$ cat config.mk
export PLATFORM = sky130hd
export DESIGN_NAME = instr_fetch_unit
export DESIGN_NICKNAME = d
export VERILOG_FILES = /design/src/rtl/instr_fetch_unit.sv
export SDC_FILE = /design/constraint.sdc
export NUM_CORES = 1
export LEC_CHECK = 0
export ABC_AREA = 1
export CORE_ASPECT_RATIO = 1.4
export CORE_MARGIN = 2
export CORE_UTILIZATION = 56
export CTS_CLUSTER_DIAMETER = 120
export DETAILED_ROUTE_END_ITERATION = 8
export PLACE_DENSITY_LB_ADDON = 0.08
export RECOVER_POWER = 100
export SLEW_MARGIN = 20
export SYNTH_ARGS = -nofsm -noshare
export SYNTH_HDL_FRONTEND = slang
export SYNTH_SLANG_ARGS = --single-unit
$ cat constraint.sdc
create_clock -name clk -period 5.5 [get_ports clk]
set_input_delay 1.1 -clock clk [delete_from_list [all_inputs] [get_ports clk]]
set_output_delay 1.1 -clock clk [all_outputs]
set_load 0.02 [all_outputs]
$ cat src/rtl/instr_fetch_unit.sv
// Instruction fetch unit: req/ack word fetcher with a DEPTH-entry prefetch queue and branch redirect.
// Optional performance counters are enabled by defining IFU_PERF_EN.
module instr_fetch_unit #(
    parameter int unsigned DEPTH        = 2,
    parameter logic [31:0] RESET_VECTOR = 32'h0000_0000
) (
    input  logic        clk,
    input  logic        reset,
    output logic        mem_req,
    output logic [31:0] mem_addr,
    input  logic        mem_ack,
    input  logic [31:0] mem_rdata,
    output logic        instr_valid,
    output logic [31:0] instr_code,
    output logic [31:0] instr_pc,
    input  logic        instr_ready,
    input  logic        branch_taken,
    input  logic [31:0] branch_pc,
    input  logic [23:0] branch_offset
`ifdef IFU_PERF_EN
    ,
    output logic [31:0] perf_fetched,
    output logic [15:0] perf_flushed
`endif
);

    localparam int unsigned AW = (DEPTH > 1) ? $clog2(DEPTH) : 1;

    typedef logic [AW-1:0] ptr_t;
    typedef logic [AW:0]   cnt_t;

    localparam cnt_t DEPTH_C = cnt_t'(DEPTH);

    typedef enum logic [1:0] {
        IDLE,
        REQ,
        DISCARD
    } state_t;

    state_t      state_q, state_d;
    logic        mem_req_q, mem_req_d;
    logic [31:0] mem_addr_q, mem_addr_d;
    logic [31:0] fetch_pc_q, fetch_pc_d;

    ptr_t        rd_ptr_q, wr_ptr_q, next_rd;
    cnt_t        count_q, cnt_popped, cnt_after;
    logic [31:0] code_q [DEPTH];
    logic [31:0] pc_q   [DEPTH];
    logic [31:0] head_code_q, head_code_d;
    logic [31:0] head_pc_q, head_pc_d;

    logic        pop, push;
    logic [31:0] target;

    assign mem_req     = mem_req_q;
    assign mem_addr    = mem_addr_q;
    assign instr_valid = (count_q != '0);
    assign instr_code  = head_code_q;
    assign instr_pc    = head_pc_q;

    always_comb begin
        pop        = (count_q != '0) && instr_ready;
        push       = (state_q == REQ) && mem_ack && !branch_taken;
        cnt_popped = count_q - cnt_t'(pop);
        cnt_after  = cnt_popped + cnt_t'(push);
        next_rd    = rd_ptr_q + ptr_t'(pop);
        target     = branch_pc + 32'd8 + {{6{branch_offset[23]}}, branch_offset, 2'b00};
    end

    // Fetch FSM; a branch overrides whatever the state would otherwise do.
    always_comb begin
        state_d    = state_q;
        mem_req_d  = mem_req_q;
        mem_addr_d = mem_addr_q;
        fetch_pc_d = fetch_pc_q;

        case (state_q)
            IDLE: begin
                if (cnt_popped < DEPTH_C) begin
                    mem_req_d  = 1'b1;
                    mem_addr_d = fetch_pc_q;
                    state_d    = REQ;
                end
            end
            REQ: begin
                if (mem_ack) begin
                    fetch_pc_d = fetch_pc_q + 32'd4;
                    if (cnt_after < DEPTH_C) begin
                        mem_addr_d = fetch_pc_q + 32'd4;
                    end else begin
                        mem_req_d = 1'b0;
                        state_d   = IDLE;
                    end
                end
            end
            DISCARD: begin
                if (mem_ack) begin
                    mem_req_d  = 1'b1;
                    mem_addr_d = fetch_pc_q;
                    state_d    = REQ;
                end
            end
            default: state_d = IDLE;
        endcase

        if (branch_taken) begin
            fetch_pc_d = target;
            if (state_q != IDLE && !mem_ack) begin
                state_d    = DISCARD;
                mem_req_d  = 1'b1;
                mem_addr_d = mem_addr_q;
            end else begin
                state_d   = IDLE;
                mem_req_d = 1'b0;
            end
        end
    end

    always_ff @(posedge clk or posedge reset) begin
        if (reset) begin
            state_q    <= IDLE;
            mem_req_q  <= 1'b0;
            mem_addr_q <= RESET_VECTOR;
            fetch_pc_q <= RESET_VECTOR;
        end else begin
            state_q    <= state_d;
            mem_req_q  <= mem_req_d;
            mem_addr_q <= mem_addr_d;
            fetch_pc_q <= fetch_pc_d;
        end
    end

    // Head registers hold the last delivered entry while the queue is empty.
    always_comb begin
        head_code_d = head_code_q;
        head_pc_d   = head_pc_q;
        if (!branch_taken && cnt_after != '0) begin
            if (cnt_popped == '0) begin
                head_code_d = mem_rdata;
                head_pc_d   = mem_addr_q;
            end else begin
                head_code_d = code_q[next_rd];
                head_pc_d   = pc_q[next_rd];
            end
        end
    end

    always_ff @(posedge clk or posedge reset) begin
        if (reset) begin
            rd_ptr_q    <= '0;
            wr_ptr_q    <= '0;
            count_q     <= '0;
            head_code_q <= '0;
            head_pc_q   <= '0;
        end else begin
            head_code_q <= head_code_d;
            head_pc_q   <= head_pc_d;
            if (branch_taken) begin
                rd_ptr_q <= '0;
                wr_ptr_q <= '0;
                count_q  <= '0;
            end else begin
                if (push) wr_ptr_q <= wr_ptr_q + ptr_t'(1);
                if (pop)  rd_ptr_q <= next_rd;
                count_q <= cnt_after;
            end
        end
    end

    always_ff @(posedge clk) begin
        if (push) begin
            code_q[wr_ptr_q] <= mem_rdata;
            pc_q[wr_ptr_q]   <= mem_addr_q;
        end
    end

`ifdef IFU_PERF_EN
    logic [31:0] perf_fetched_q;
    logic [15:0] perf_flushed_q;
    logic [16:0] flush_sum;

    assign perf_fetched = perf_fetched_q;
    assign perf_flushed = perf_flushed_q;

    // A branch in REQ always drops the outstanding word, acked or not.
    always_comb begin
        flush_sum = {1'b0, perf_flushed_q} + 17'(cnt_popped) + 17'(state_q == REQ);
    end

    always_ff @(posedge clk or posedge reset) begin
        if (reset) begin
            perf_fetched_q <= '0;
            perf_flushed_q <= '0;
        end else begin
            if (mem_req_q && mem_ack && perf_fetched_q != '1) begin
                perf_fetched_q <= perf_fetched_q + 32'd1;
            end
            if (branch_taken) begin
                perf_flushed_q <= flush_sum[16] ? '1 : flush_sum[15:0];
            end
        end
    end
`endif

endmodule
Word level (Yosys, flattened, before mapping)
Memories as Yosys holds them, arrays and structs flattened.
Index checks and enable logic that the tools add are counted.
Storage, ports and cells
  bits in writable memories: 128
  output and inout port bits: 98
  bits of input ports: 93
  logic and storage cells: 80
  bits in registers: 135
  memories kept: 2
Cells by class
  add/subtract/negate cells: 7
  order comparisons: 2
  reduce and logical (&&, ||, !) cells: 20
  muxes and demuxes: 33
  equality and inequality tests: 7
Memory list
  code_q: depth 2, bits a word 32, read ports 1, clocked after memory_dff 0, write ports 1, RTL line 47  | logic [31:0] code_q [DEPTH];
  pc_q: depth 2, bits a word 32, read ports 1, clocked after memory_dff 0, write ports 1, RTL line 48  | logic [31:0] pc_q [DEPTH];
Operators with widths (count)
  32-bit 2-to-1 mux: 11
  32-bit one-hot mux with 3 select lines: 1
  32-bit by 3-bit adder with 32-bit output, second input constant: 1
  32-bit adder: 1
  32-bit by 4-bit adder with 32-bit output, second input constant: 1
  2-bit 2-to-1 mux: 7
  2-bit nonzero test: 7
  1-bit 2-to-1 mux: 12
  3-bit != test, second input constant: 4
  2-bit one-hot mux with 3 select lines: 1
  1-bit logical AND: 5
  5-bit AND reduction: 1
  2-bit logical NOT: 2
  2-bit < comparator, second input constant: 2
  4-bit AND reduction: 1
  4-bit nonzero test: 1
  1-bit one-hot mux with 3 select lines: 1
  2-bit by 1-bit adder with 2-bit output: 1
  2-bit by 1-bit equality test with 1-bit output, second input constant: 1
  2-bit equality test, second input constant: 1
  1-bit logical NOT: 2
  2-bit != test, second input constant: 1
  2-bit AND reduction: 1
  2-bit by 1-bit subtractor with 2-bit output: 1
  other kinds (2): 2

Longest topological paths before layout
Gate-level depths: netlist of the first run.
  depth after elaboration: 10
  mapped depth: 17
  gate-level depth less buffers: 16

Worst setup path after synthesis of the first run
No wires, ideal clock.
  path type: input port to flip-flop
  start point: input port branch_taken
  end point: memory code_q[0][0], enable pin
  required time: 5.013 ns
  cell stages on the path: 4
  path buffers: 1
  arrival time: 4.253 ns
  setup time: 0.487 ns
  setup slack: 0.760 ns
  path through: clkbuf_1 -> nor2_4 -> inv_2 -> nor2_1
On the way
  cells in the longest elaborated chain, start to end: 4
Ends and longest elaborated chain
  start, declared: RTL line 17  | input logic branch_taken,
  1-bit logical NOT: RTL line 63  | push = (state_q == REQ) && mem_ack && !branch_taken;
  1-bit logical AND: RTL line 63
  1-bit 2-to-1 mux: RTL line 171  | if (push) begin
  1-bit 2-to-1 mux (implied by the code): RTL line 172  | code_q[wr_ptr_q] <= mem_rdata;
  end, declared: RTL line 47
No other way between the ends.

Worst setup path after layout of the first run
  start point: input port branch_taken
  end point: register head_code_q[27] (netlist: instr_code[27])
On the way
  cells in the longest elaborated chain, start to end: 5
Ends and longest elaborated chain
  1-bit logical NOT *: RTL line 63, 137
  1-bit logical AND: RTL line 63
  2-bit by 1-bit adder with 2-bit output: RTL line 65  | cnt_after = cnt_popped + cnt_t'(push);
  2-bit nonzero test: RTL line 137  | if (!branch_taken && cnt_after != '0) begin
  1-bit logical AND *: RTL line 137
  end signal, assigned: RTL line 156  | head_code_q <= head_code_d;
  end, declared: RTL line 49  | logic [31:0] head_code_q, head_code_d;
Mark *: on every way between the ends. The rest lies on a longest branch, timed or not.
A chain may end at the register's enable or synchronous reset.

==> qor.csv, run 1 <==
metric,value,unit
leakagePower,0.00759,µW
syn_area,14300,µm²
clock_sinks,263,
wl,36400,µm
cts_root_buffer,clkbuf_16,
p_clk_frac,0.184,
min_period,4600,ps
cts_resized,0,
fmax,217,MHz
cts_tree,done,
holdCritPathClass,flop to flop,
ys_types,42,
switching_share,0.438,
yosysWarnings,0,
start_util,0.567,
synth_top_family_by_area,simple AND/OR/NAND/NOR gates,
maxSlewViolCount,68,
grt_pass1_wl,58700,µm
comb_power_share,0.480,
synthSimpleGateAreaFrac,0.263,
status,finished with violations,
grt_max_degree,68,
drc_errors,0,
area_delta_synth_final,19.5,%
synth_compound_gate_area_share,0.0896,
wl_per_cell,16.9,µm
finClkSkew,9.59,ps
antenna_found_initial,0,
setup_tns,0,ps
setup_viol_count_final,0,
start_kind,input port,
synth-xor-area-share,0.0183,
via_per_inst,5.45,
seqPwrFrac,0.336,
numCtsBuffers,24,
fin_crit_sh,0.837,
crit_type,input port to flop,
postRouteAntennaNets,0,
path_clk_slew,70,ps
grt_usage,0.271,
clockBufferDepth,3,
htree_levels,1,
vias,11800,
fin_nets,1973,
synth-seq-cells,263,
cts_hold_buf,0,
drt_iter0_drc,785,
final_cell_mix,"563 x nand2_1, 135 x dfrtp_1, 134 x inv_1",
seq_area_frac_synth,0.505,
drv_cap,1,
avgSynthCellArea,8.66,µm²
required,5880,ps
hold_violations,0,
die_w,139,µm
numPortBuffers,190,
critPathMaxFanout,44,
p_total,9300,µW
syn_nets,1804,
synthMuxAreaShare,0,
p_switching,4070,µW
crit_path_end_kind,flop,
place.gp.congestion,0.941,
io_pins,191,
fin_cells,2156,
hpwlAfterDp,25800,µm
core,25200,µm²
row_count,69,
rsz0062_at_grt,false,
die-area,26800,µm²
dp.cells,2112,
tightestPinTransition,3190,ps
slew_headroom,-1.14,
clock_latency,510,ps
final_common_cell,nand2_1,
drive_gt1_frac,0.0920,
ir_drop,0.457,mV
grt_overflow,0,
cts_setup_buffers,0,
first_pass_iters,7,
pre_cts_ws,1250,ps
timing.final.ws_setup,897,ps
dieHeight,193,µm
power.density,545,nW/µm²
diodes,0,
crit_arrival,4980,ps
intPower,5230,µW
violations,"max-capacitance violations, max-slew violations",
synthAdderAreaFrac,0.0539,
synth_cells,1650,
grt_pass1_vias,11600,
## power by group through the flow
stage	sequential, µW	combinational [µW]	clock, µW
after floorplan	3490	2830	0
after global placement	3160	4530	0
after detailed placement	3180	4630	0
after CTS	3150	4650	1740
after global routing	3190	4980	1810
final	3130	4460	1710
## state kept, by name, summed over array words and instances (netlist names)
signal and count:
mem_req 1, wr_ptr_q 1, instr_pc 32, count_q 2, state_q 2, instr_code 32, code_q 64, mem_addr 32
rd_ptr_q 1, pc_q 64, fetch_pc_q 32
## worst max-delay path, stage by stage
cell,delay [ps]
dlygate4sd3_1,650
clkbuf_1,1050
inv_1,790
nand2_1,380
nand2_4,350
buf_4,380
nor2_1,160
a31oi_1,50
## cell families after synthesis
group                    Yosys count
adder cells (fa/ha/maj)           61
AO/OA/AOI/OAI                    213
flip-flops                       263
XOR/XNOR                          29
AND/OR/NAND/NOR                  877
buffers and inverters            207
## worst paths after layout
kind | endpoint | startpoint | slack (ps) | depth (start not counted)
setup / recovery | instr_code[27]$_DFFE_PP0P_ | branch_taken | 900 | 8
hold / removal | mem_req$_DFFE_PP0P_ | mem_req$_DFFE_PP0P_ | 480 | 2
setup reg to reg | instr_pc[3]$_DFFE_PP0P_ | state_q[1]$_DFFE_PP0P_ | 910 | 14
hold reg to reg | mem_req$_DFFE_PP0P_ | mem_req$_DFFE_PP0P_ | 480 | 2
max in group asynchronous | mem_addr[12]$_DFFE_PP0P_ | reset | 1420 | 3
min in group asynchronous | instr_pc[17]$_DFFE_PP0P_ | reset | 1970 | 2
## Yosys cell counts (all sizes together)
cell	number	share of area
clkbuf	17	0.0045
inv	146	0.038
o21ai	47	0.017
nand4	10	0.0044
ha	60	0.053
o21a	6	0.0032
a21o	2	0.0011
o221ai	4	0.0025
o211ai	7	0.0037
fa	1	0.0014
nand3b	4	0.0021
buf	44	0.027
xnor2	3	0.0018
nor3	23	0.012
nand3	60	0.022
nor2	145	0.043
o22ai	2	0.00088
dfrtp	135	0.24
a22oi	6	0.0032
nand2	634	0.18
xor2	26	0.016
o21bai	5	0.0026
a31oi	67	0.032
a21oi	67	0.023
edfxtp	128	0.27
or2	1	0.00044
## per-layer routing
metal,vias to the layer above,wire [µm],track usage,share of wire
met4,0,1940,0.137,0.053
met2,389,18900,0.508,0.52
met5,-,0,0,0
met1,5517,13700,0.309,0.38
li1,5758,-,-,-
met3,91,1840,0.0282,0.051
## through the flow
| stage | cell area [µm²] | util | hold slack, ps |
|---|---|---|---|
| after floorplan | 14300 | - | 487 |
| after global placement | 16300 | 0.646 | 474 |
| after detailed placement | 16300 | 0.646 | 485 |
| after CTS | 17100 | 0.679 | 500 |
| after global routing | 17100 | 0.677 | 543 |
| final | 17100 | 0.677 | 482 |
## area by class of cell
cell class              instances  area (µm²)
fillers                      2095        8130
clock inverters                14         159
flip-flops and latches        263        7220
multi-input cells            1180        6090
repair buffers                204        2000
clock buffers                  30         654
well taps                     319         399
inverters                     146         549
No activity file was read; power rests on OpenSTA's default activity.
==> run 2: changes to the inputs <==
==> constraint.sdc (replaced) <==
create_clock -name clk -period 4.5 [get_ports clk]
set_input_delay 0.9 -clock clk [delete_from_list [all_inputs] [get_ports clk]]
set_output_delay 0.9 -clock clk [all_outputs]
set_load 0.02 [all_outputs]
==> qor.csv, run 2 (synthesis gave the netlist of run 1 again) <==
metric,value,unit,change
drive_gt1_frac,0.0890,,was 0.0920
critical-path-max-stage-delay,690,ps,was 1050 ps
path_depth,16,,was 8
switching_share,0.441,,was 0.438
diodes,0,,unchanged
path_cells,inv_1 > nor2_4 > buf_4 > inv_1 > nor2_1 > clkinv_1 > nor2_4 > ha_1 > inv_1 > xor2_1 > nand2_1 > nand2_1 > clkbuf_2 > a21oi_1 > o21ai_0 > nand2_1,,was dlygate4sd3_1 > clkbuf_1 > inv_1 > nand2_1 > nand2_4 > buf_4 > nor2_1 > a31oi_1
die-area,26800,µm²,unchanged
cts_resized,0,,unchanged
grt_pass1_vias,11400,,"was 11,600"
fin_nets,1978,,"was 1,973"
cts_tree,done,,unchanged
placed_cell_area,16400,µm²,"was 16,300 µm²"
setup_viol_count_final,0,,unchanged
holdCritPathClass,flop to flop,,unchanged
comb_power_share,0.488,,was 0.480
required,4870,ps,was 5880 ps
final_area,17100,µm²,about the same
fmax,277,MHz,
antenna_found_initial,0,,unchanged
status,finished with violations,,unchanged
clock_latency,510,ps,about the same
area_delta_synth_final,19.3,%,was 19.5%
setup_tns,0,ps,unchanged
timing.final.ws_setup,895,ps,was 897 ps
slew_headroom,-0.0519,,was -1.14
vias,11700,,"was 11,800"
wl,36400,µm,about the same
place.gp.congestion,1.01,,was 0.941
critPathMaxFanout,39,,was 44
crit_start,state_q[0]$_DFFE_PP0P_,,was branch_taken
violations,"max-capacitance violations, max-slew violations",,unchanged
via_per_inst,5.39,,was 5.45
finClkSkew,16.6,ps,was 9.59 ps
cts_hold_buf,0,,unchanged
reg2reg_from,state_q[0]$_DFFE_PP0P_,,was state_q[1]$_DFFE_PP0P_
dp.cells,2116,,"was 2,112"
grt_pass1_wl,58800,µm,"was 58,700 µm"
tightestPinTransition,1580,ps,was 3190 ps
crit_type,flop to flop,,was input port to flop
drt_iter0_drc,695,,was 785
clock_sinks,263,,unchanged
grt_max_degree,104,,was 68
power.density,660,nW/µm²,was 545 nW/µm²
p_switching,4960,µW,was 4070 µW
crit_path_end,mem_addr[17]$_DFFE_PP0P_,,was instr_code[27]$_DFFE_PP0P_
r2r_slack,890,ps,was 910 ps
dieHeight,193,µm,unchanged
first_pass_iters,6,,was 7
io_pins,191,,unchanged
die_w,139,µm,unchanged
final_cell_mix,"563 x nand2_1, 136 x dlygate4sd3_1, 135 x dfrtp_1",,"was 563 x nand2_1, 135 x dfrtp_1, 134 x inv_1"
hpwlAfterDp,25900,µm,"was 25,800 µm"
cts_root_buffer,clkbuf_16,,unchanged
rsz0062_at_grt,false,,unchanged
grt_overflow,0,,unchanged
drc_errors,0,,unchanged
crit_arrival,3980,ps,was 4980 ps
maxSlewViolCount,104,,was 68
start_util,0.567,,unchanged
leakagePower,0.00758,µW,was 0.00759 µW
crit_path_end_kind,flop,,unchanged
numCtsBuffers,25,,was 24
cts_setup_buffers,0,,unchanged
postRouteAntennaNets,0,,unchanged
row_count,69,,unchanged
seqPwrFrac,0.337,,was 0.336
final_util,0.677,,about the same
min_period,3610,ps,
path_buf_inv,6,,was 4
hold_violations,0,,unchanged
clockBufferDepth,3,,unchanged
intPower,6290,µW,was 5230 µW
crit_path_top_delay_cell,clkbuf_2,,was clkbuf_1
fillers,2164,,"was 2,095"
htree_levels,1,,unchanged
ir_drop,0.485,mV,was 0.457 mV
pre_cts_ws,939,ps,was 1250 ps
start_kind,flop,,was input port
p_clk_frac,0.175,,was 0.184
fin_cells,2161,,"was 2,156"
reg_top3,"code_q x64, pc_q x64",,unchanged
worstReg2RegEnd,mem_addr[17]$_DFFE_PP0P_,,was instr_pc[3]$_DFFE_PP0P_
core,25200,µm²,unchanged
wl_per_cell,16.8,µm,was 16.9 µm
fin_crit_sh,0.801,,
crit_family,buffers and inverters,,unchanged
grt_usage,0.271,,about the same
path_clk_slew,60,ps,was 70 ps
final_common_cell,nand2_1,,unchanged
drv_cap,1,,unchanged
numPortBuffers,190,,unchanged
rr_worst_depth,16,,was 14
-- run 2: cell types whose count changed in the layout (fill, tap and decap cells not counted), moves of 3 or more --
cell,before,now
inv_6,3,0
clkdlybuf4s50_1,58,54
clkbuf_2,5,1
clkinv_1,0,7
dlygate4sd3_1,132,136
buf_4,7,12
-- run 2: worst min-delay path, delay by kind of cell (launching register included) --
kind             cells  cell delay [ps]
AO/OA/AOI/OAI        1               70
AND/OR/NAND/NOR      1               50
flip-flops           1              340
-- run 2: metal layers --
| layer | vias to the layer above | routed length (µm) | track usage |
|---|---|---|---|
| li1 | 5769 | - | - |
| met1 | 5472 | 14100 | 0.316 |
| met2 | 318 | 19100 | 0.507 |
| met3 | 98 | 1400 | 0.0242 |
| met4 | 0 | 1770 | 0.129 |
| met5 | - | 0 | 0 |
-- run 2: stage by stage --
step	hold WS (ps)	total power, µW
global route	551	12100
finish	493	11300
global placement	476	9420
CTS	501	11600
detailed placement	486	9560
floorplan	487	7730
-- run 2: layout make-up --
cell class	instances	area, µm²	area share
sequential	263	7220	0.423
multi-input combinational	1180	6070	0.356
timing repair buffer	208	2070	0.121
clock buffer	32	662	0.0388
inverter	146	549	0.0322
tap	319	399	0.0234
clock inverter	13	86.3	0.00506
-- run 2: how the worst min path moves through the flow --
stage                          startpoint                    endpoint  cells after the start
3_3_place_gp          mem_req$_DFFE_PP0P_         mem_req$_DFFE_PP0P_                      2
4_1_cts               mem_req$_DFFE_PP0P_         mem_req$_DFFE_PP0P_                      2
6_report              mem_req$_DFFE_PP0P_         mem_req$_DFFE_PP0P_                      2
2_1_floorplan  fetch_pc_q[22]$_DFFE_PP0P_  fetch_pc_q[22]$_DFFE_PP0P_                      2
5_1_grt          mem_addr[20]$_DFFE_PP0P_       pc_q[1][20]$_DFFE_PP_                      0
3_5_place_dp          mem_req$_DFFE_PP0P_         mem_req$_DFFE_PP0P_                      2
-- run 2: power by group through the flow --
| stage | clock, µW | sequential, µW | combinational, µW |
|---|---|---|---|
| after floorplan | 0 | 4270 | 3460 |
| after global placement | 0 | 3840 | 5580 |
| after detailed placement | 0 | 3870 | 5690 |
| after CTS | 2000 | 3820 | 5730 |
| after global routing | 2100 | 3900 | 6090 |
| final | 1970 | 3800 | 5490 |
